[config.mk]
export PLATFORM = sky130hd
export DESIGN_NAME = physical_word_align
export DESIGN_NICKNAME = d
export VERILOG_FILES = /design/src/rtl/physical_word_align.sv
export SDC_FILE = /design/constraint.sdc
export NUM_CORES = 1
export LEC_CHECK = 0
export BUFFER_PORTS_ARGS = -buffer_cell sky130_fd_sc_hd__buf_4
export CAP_MARGIN = 10
export CORE_UTILIZATION = 25
export CTS_CLUSTER_DIAMETER = 60
export DETAILED_ROUTE_END_ITERATION = 6
export HOLD_SLACK_MARGIN = 0.1
export PLACE_DENSITY = 0.51
export SYNTH_ARGS = -nofsm -noshare
export SYNTH_HDL_FRONTEND = slang
export SYNTH_SLANG_ARGS = --single-unit
[constraint.sdc]
create_clock -name i_clk -period 1.97 [get_ports i_clk]
set_input_delay 0.4925 -clock i_clk [delete_from_list [all_inputs] [get_ports i_clk]]
set_output_delay 0.4925 -clock i_clk [all_outputs]
set_load 0.01 [all_outputs]
[src/rtl/physical_word_align.sv]
// rtl/physical_word_align.sv - comma-search word aligner driving the gearbox bitslip offset
module physical_word_align #(
    parameter int         SETTLE_CYCLES = 4,
    parameter int         MATCH_COUNT   = 8,
    parameter logic [9:0] COMMA_N       = 10'b0011111010,
    parameter logic [9:0] COMMA_P       = 10'b1100000101,
    parameter bit         AUTO_START    = 1'b1
) (
    input  logic       i_clk,
    input  logic       i_rst,
    input  logic [9:0] i_data,
    input  logic       i_align_start,
    output logic [3:0] o_slipbits,
    output logic       o_aligned,
    output logic       o_align_error,
    output logic [9:0] o_data,
    output logic       o_data_valid
);

    typedef enum logic [2:0] {
        S_IDLE,
        S_SETTLE,
        S_CHECK,
        S_SLIP,
        S_LOCKED
    } state_t;

    state_t      state_q, state_d;
    logic [3:0]  slip_q, slip_d;
    logic [3:0]  settle_cnt_q, settle_cnt_d;
    logic [7:0]  match_cnt_q, match_cnt_d;
    logic        aligned_q, aligned_d;
    logic        error_q, error_d;
    logic [9:0]  data_q;
    logic        is_comma;

    assign is_comma = (i_data == COMMA_N) || (i_data == COMMA_P);

    always_comb begin
        state_d      = state_q;
        slip_d       = slip_q;
        settle_cnt_d = settle_cnt_q;
        match_cnt_d  = match_cnt_q;
        error_d      = 1'b0;
        // A restart wins over lock completion and over the wrap error pulse.
        if (i_align_start) begin
            state_d      = S_SETTLE;
            slip_d       = 4'd0;
            settle_cnt_d = 4'd0;
            match_cnt_d  = 8'd0;
        end else begin
            case (state_q)
                S_SETTLE: begin
                    if (settle_cnt_q == 4'(SETTLE_CYCLES - 1)) begin
                        state_d      = S_CHECK;
                        settle_cnt_d = 4'd0;
                        match_cnt_d  = 8'd0;
                    end else begin
                        settle_cnt_d = settle_cnt_q + 4'd1;
                    end
                end
                S_CHECK: begin
                    if (!is_comma) begin
                        state_d     = S_SLIP;
                        match_cnt_d = 8'd0;
                    end else if (match_cnt_q == 8'(MATCH_COUNT - 1)) begin
                        state_d = S_LOCKED;
                    end else begin
                        match_cnt_d = match_cnt_q + 8'd1;
                    end
                end
                S_SLIP: begin
                    state_d      = S_SETTLE;
                    settle_cnt_d = 4'd0;
                    if (slip_q == 4'd9) begin
                        slip_d  = 4'd0;
                        error_d = 1'b1;
                    end else begin
                        slip_d = slip_q + 4'd1;
                    end
                end
                default: ;
            endcase
        end
    end

    // Lock is reported one cycle after the final matching word was counted.
    assign aligned_d = (state_q == S_LOCKED) && !i_align_start;

    always_ff @(posedge i_clk) begin
        if (i_rst) begin
            state_q      <= AUTO_START ? S_SETTLE : S_IDLE;
            slip_q       <= 4'd0;
            settle_cnt_q <= 4'd0;
            match_cnt_q  <= 8'd0;
            aligned_q    <= 1'b0;
            error_q      <= 1'b0;
            data_q       <= 10'd0;
        end else begin
            state_q      <= state_d;
            slip_q       <= slip_d;
            settle_cnt_q <= settle_cnt_d;
            match_cnt_q  <= match_cnt_d;
            aligned_q    <= aligned_d;
            error_q      <= error_d;
            data_q       <= i_data;
        end
    end

    assign o_slipbits    = slip_q;
    assign o_aligned     = aligned_q;
    assign o_data_valid  = aligned_q;
    assign o_align_error = error_q;
    assign o_data        = data_q;

endmodule

==> flow_metrics.py <==
metrics = {
    "run_status": {
        "status": "finished, final reports clean",
    },
    "route": {
        "drtPass1Iterations": 5,
        "drt_iter0_markers": 48,
        "postRouteWirelength_um": 2830,
        "drt.antenna.violating_nets": 0,
        "remaining_drc_errors": 0,
        "drt-vias-per-instance": 4.47,
        "route.detailed.wl_per_inst_um": 11.0,
        "route.vias.total": 1153,
    },
    "die": {
        "starting_density_of_the_core_pct": 26.1,
        "floorplan.die.height_um": 75.3,
        "io-pin-count": 30,
        "die_area_um2": 5670,
        "die-width_um": 75.3,
        "placeableCoreArea_um2": 5140,
        "floorplan.rows": 26,
    },
    "sta": {
        "finalWorstPathRequiredPeriod_ns": 1.80,
        "hold_ws_ns": 0.434,
        "max_freq_mhz": 554,
        "unrepaired_setup_endpoints_after_global_routing": "false",
        "final.setup_skew_ns": 0.00445,
        "final_min_period_over_clock_period_pct": 91.5,
        "timing_hold_violations_final": 0,
        "worst_slew_pin_slew_ns": 0.463,
        "setup-violations-final": 0,
        "timing.final.ws_setup_ns": 0.167,
        "max-slew-margin-rel_pct": 69.1,
        "finalSetupTns_ns": 0,
        "final-max-slew-violation-count": 0,
    },
    "synth": {
        "ys_types": 42,
        "cell_type_contributing_the_most_total_cell_area_after_synthesis": "sky130_fd_sc_hd__dfxtp_1",
        "synthCells": 146,
        "synthArstFlopShare_pct": 0,
        "netlist.area_leader.share_pct": 46.2,
        "synth_most_common_cell": "sky130_fd_sc_hd__dfxtp_1",
        "postSynth.topFlopCell": "sky130_fd_sc_hd__dfxtp_1",
        "synth_enable_flop_cells": 0,
        "synthesis.area_per_instance_um2": 9.20,
        "synth.ff_latch_count": 31,
        "netlist_area_um2": 1340,
        "seq_area_frac_synth_pct": 46.2,
        "synth.net_count": 161,
        "biggest_area_contributors_in_the_synthesized_netlist": "sky130_fd_sc_hd__dfxtp_1 (46%), sky130_fd_sc_hd__nor2b_1 (6.1%), sky130_fd_sc_hd__a21oi_1 (3.7%)",
        "post_synth_most_frequent_cells": "sky130_fd_sc_hd__dfxtp_1 (31), sky130_fd_sc_hd__nor2b_1 (13), sky130_fd_sc_hd__a21oi_1 (10), sky130_fd_sc_hd__nand2_1 (10)",
        "ys.warnings.count": 0,
    },
    "finish": {
        "num-nets-final": 202,
        "multi_input_area_um2": 693,
        "fill_cells": 553,
        "antenna-diode-count": 0,
        "area.growth.synth_to_final_pct": 35.4,
        "final-seq-area_um2": 621,
        "final_cell_area_um2": 1820,
        "drive_above_1_share_pct": 29.3,
    },
    "placed_design": {
        "dpl-instance-area_um2": 1700,
        "dp_hpwl_um": 2110,
        "globalplace.congestion": 0.745,
        "placement.setup.worst_slack_ns": -0.0990,
        "io_buffers": 29,
    },
    "worst_setup_path": {
        "critical_path.slowest_cell": "sky130_fd_sc_hd__dfxtp_1",
        "cp.required_ns": 2.14,
        "worstSetupStartpointType": "flop",
        "rrSetupSlack_ns": 0.17,
        "critical_path_arrival_ns": 1.97,
        "r2r_cells": 6,
        "worstSetupPathType": "flop to flop",
        "critical_path.max_stage_delay_ns": 0.37,
        "timing.critical_path.to_type": "flop",
        "list_of_cells_traversed_by_the_critical_path": "ha_1 -> nor3b_1 -> a22o_1 -> nand2b_1 -> o21ai_0 -> mux2_2",
        "crit-reg2reg-launch": "settle_cnt_q[0]",
        "worst-path-max-fanout": 4,
        "worstReg2RegEnd": "match_cnt_q[0]",
    },
    "power": {
        "power_leakage_nw": 0.740,
        "peakVddDrop_mv": 0.259,
        "power.density_cell_area_nw_per_um2": 754,
    },
    "clocking": {
        "post_cts_hold_buffer_count": 0,
        "cts_num_sinks": 31,
        "cts.root.buffer_cell": "sky130_fd_sc_hd__clkbuf_8",
        "cts_buffer_count": 5,
        "worst_setup_hold_path_clk_slew_ns": 0.07,
        "clk_path_buf_depth": 2,
        "clk-insertion-delay-late_ns": 0.28,
        "cts_repair_resize_count": 0,
        "cts_setup_buffers": 0,
        "clock_tree_from_tritoncts": "yes",
        "cts_htree_levels": 2,
    },
    "worst_hold_path": {
        "min-delay-start": "i_data[0]",
        "timing.hold.worst_endpoint": "o_data[0]",
        "whs_path_depth": 2,
        "hold_path.class": "input pin to flop",
    },
    "grt": {
        "grt_util_all_layers_pct": 11.8,
        "grt_overflow": 0,
        "grt_antenna_before_repair": 0,
        "first_global_vias": 1131,
        "grt_first_pass_wirelength_um": 4970,
        "grt_start_max_net_pins": 14,
    },
    "job": {
        "maxCapViolCount": 0,
    },
}
==> through the flow <==
stage / util [%] / cells / total power [mW]
final: 35.4 / 258 / 1.37
after floorplan: - / 146 / 0.690
after detailed placement: 33.1 / 250 / 0.740
after CTS: 35.4 / 258 / 1.40
after global placement: 33.1 / 250 / 0.740
after global routing: 35.4 / 258 / 1.43
==> cells in the final DEF, fill, tap and decap left out, drive strengths merged, types with 2 or more instances in the layout <==
cell    Yosys  final
a21o        3      3
o21ai       9      9
nor2b      13     13
and3        5      5
nor2        9      9
or4         3      3
dfxtp      31     31
nor4        5      5
ha          2      2
a22o        2      2
nand3       2      2
inv         2      2
nand2      10     10
nand2b      5      5
nand4       2      2
a21oi      10     10
nor3        2      2
xor2        2      2
buf         1     39
clkbuf      4      6
or3         3      3
nor3b       5      5
==> how the worst max path moves through the flow <==
stage	from	to	slack, ns	cells past startpoint
4_1_cts	settle_cnt_q[0]	match_cnt_q[0]	0.13	6
3_5_place_dp	i_data[1]	match_cnt_q[2]	-0.1	6
3_3_place_gp	i_data[1]	match_cnt_q[2]	-0.1	6
2_1_floorplan	i_data[2]	match_cnt_q[2]	0.19	5
6_report	settle_cnt_q[0]	match_cnt_q[0]	0.17	6
5_1_grt	settle_cnt_q[0]	match_cnt_q[0]	0.004	6
==> cells by family after synthesis <==
group                    synth area share, %
adder cells (fa/ha/maj)                 1.86
flip-flops                              46.2
AO/OA/AOI/OAI                           13.9
AND/OR/NAND/NOR                         33.1
buffers and inverters                   2.23
XOR/XNOR                                1.96
multiplexers                           0.838
==> layer usage <==
metal	routed length [µm]	up-vias	track usage [%]
met5	0	-	0
met4	57	0	5.56
met3	172	6	4.50
met2	1270	25	18.9
met1	1330	514	13.9
li1	-	608	-
==> sequential cells by signal, indices dropped and copies added (netlist names) <==
name / count
o_data: 10
match_cnt_q: 8
o_slipbits: 4
settle_cnt_q: 4
state_q: 3
o_align_error: 1
o_aligned: 1
==> power breakdown <==
group          internal (mW)  total [mW]  switching (mW)
registers              0.640       0.645         0.00470
clock network          0.409       0.648           0.240
logic                 0.0442      0.0795          0.0353
==> layout make-up <==
type | instances | share of cell area [%]
clock buffers | 6 | 4.54
inverters | 2 | 0.413
well taps | 70 | 4.81
multi-input cells | 108 | 38.1
flip-flops and latches | 31 | 34.1
clock inverters | 2 | 1.93
repair buffers | 39 | 16.1
==> critical path: cells and delay by family, from the launching register on <==
| family | cells | cell delay (ns) |
|---|---|---|
| multiplexers | 1 | 0.30 |
| adder cells (fa/ha/maj) | 1 | 0.20 |
| AO/OA/AOI/OAI | 2 | 0.37 |
| flip-flops | 1 | 0.37 |
| AND/OR/NAND/NOR | 2 | 0.43 |
No activity file was read; power rests on OpenSTA's default activity.
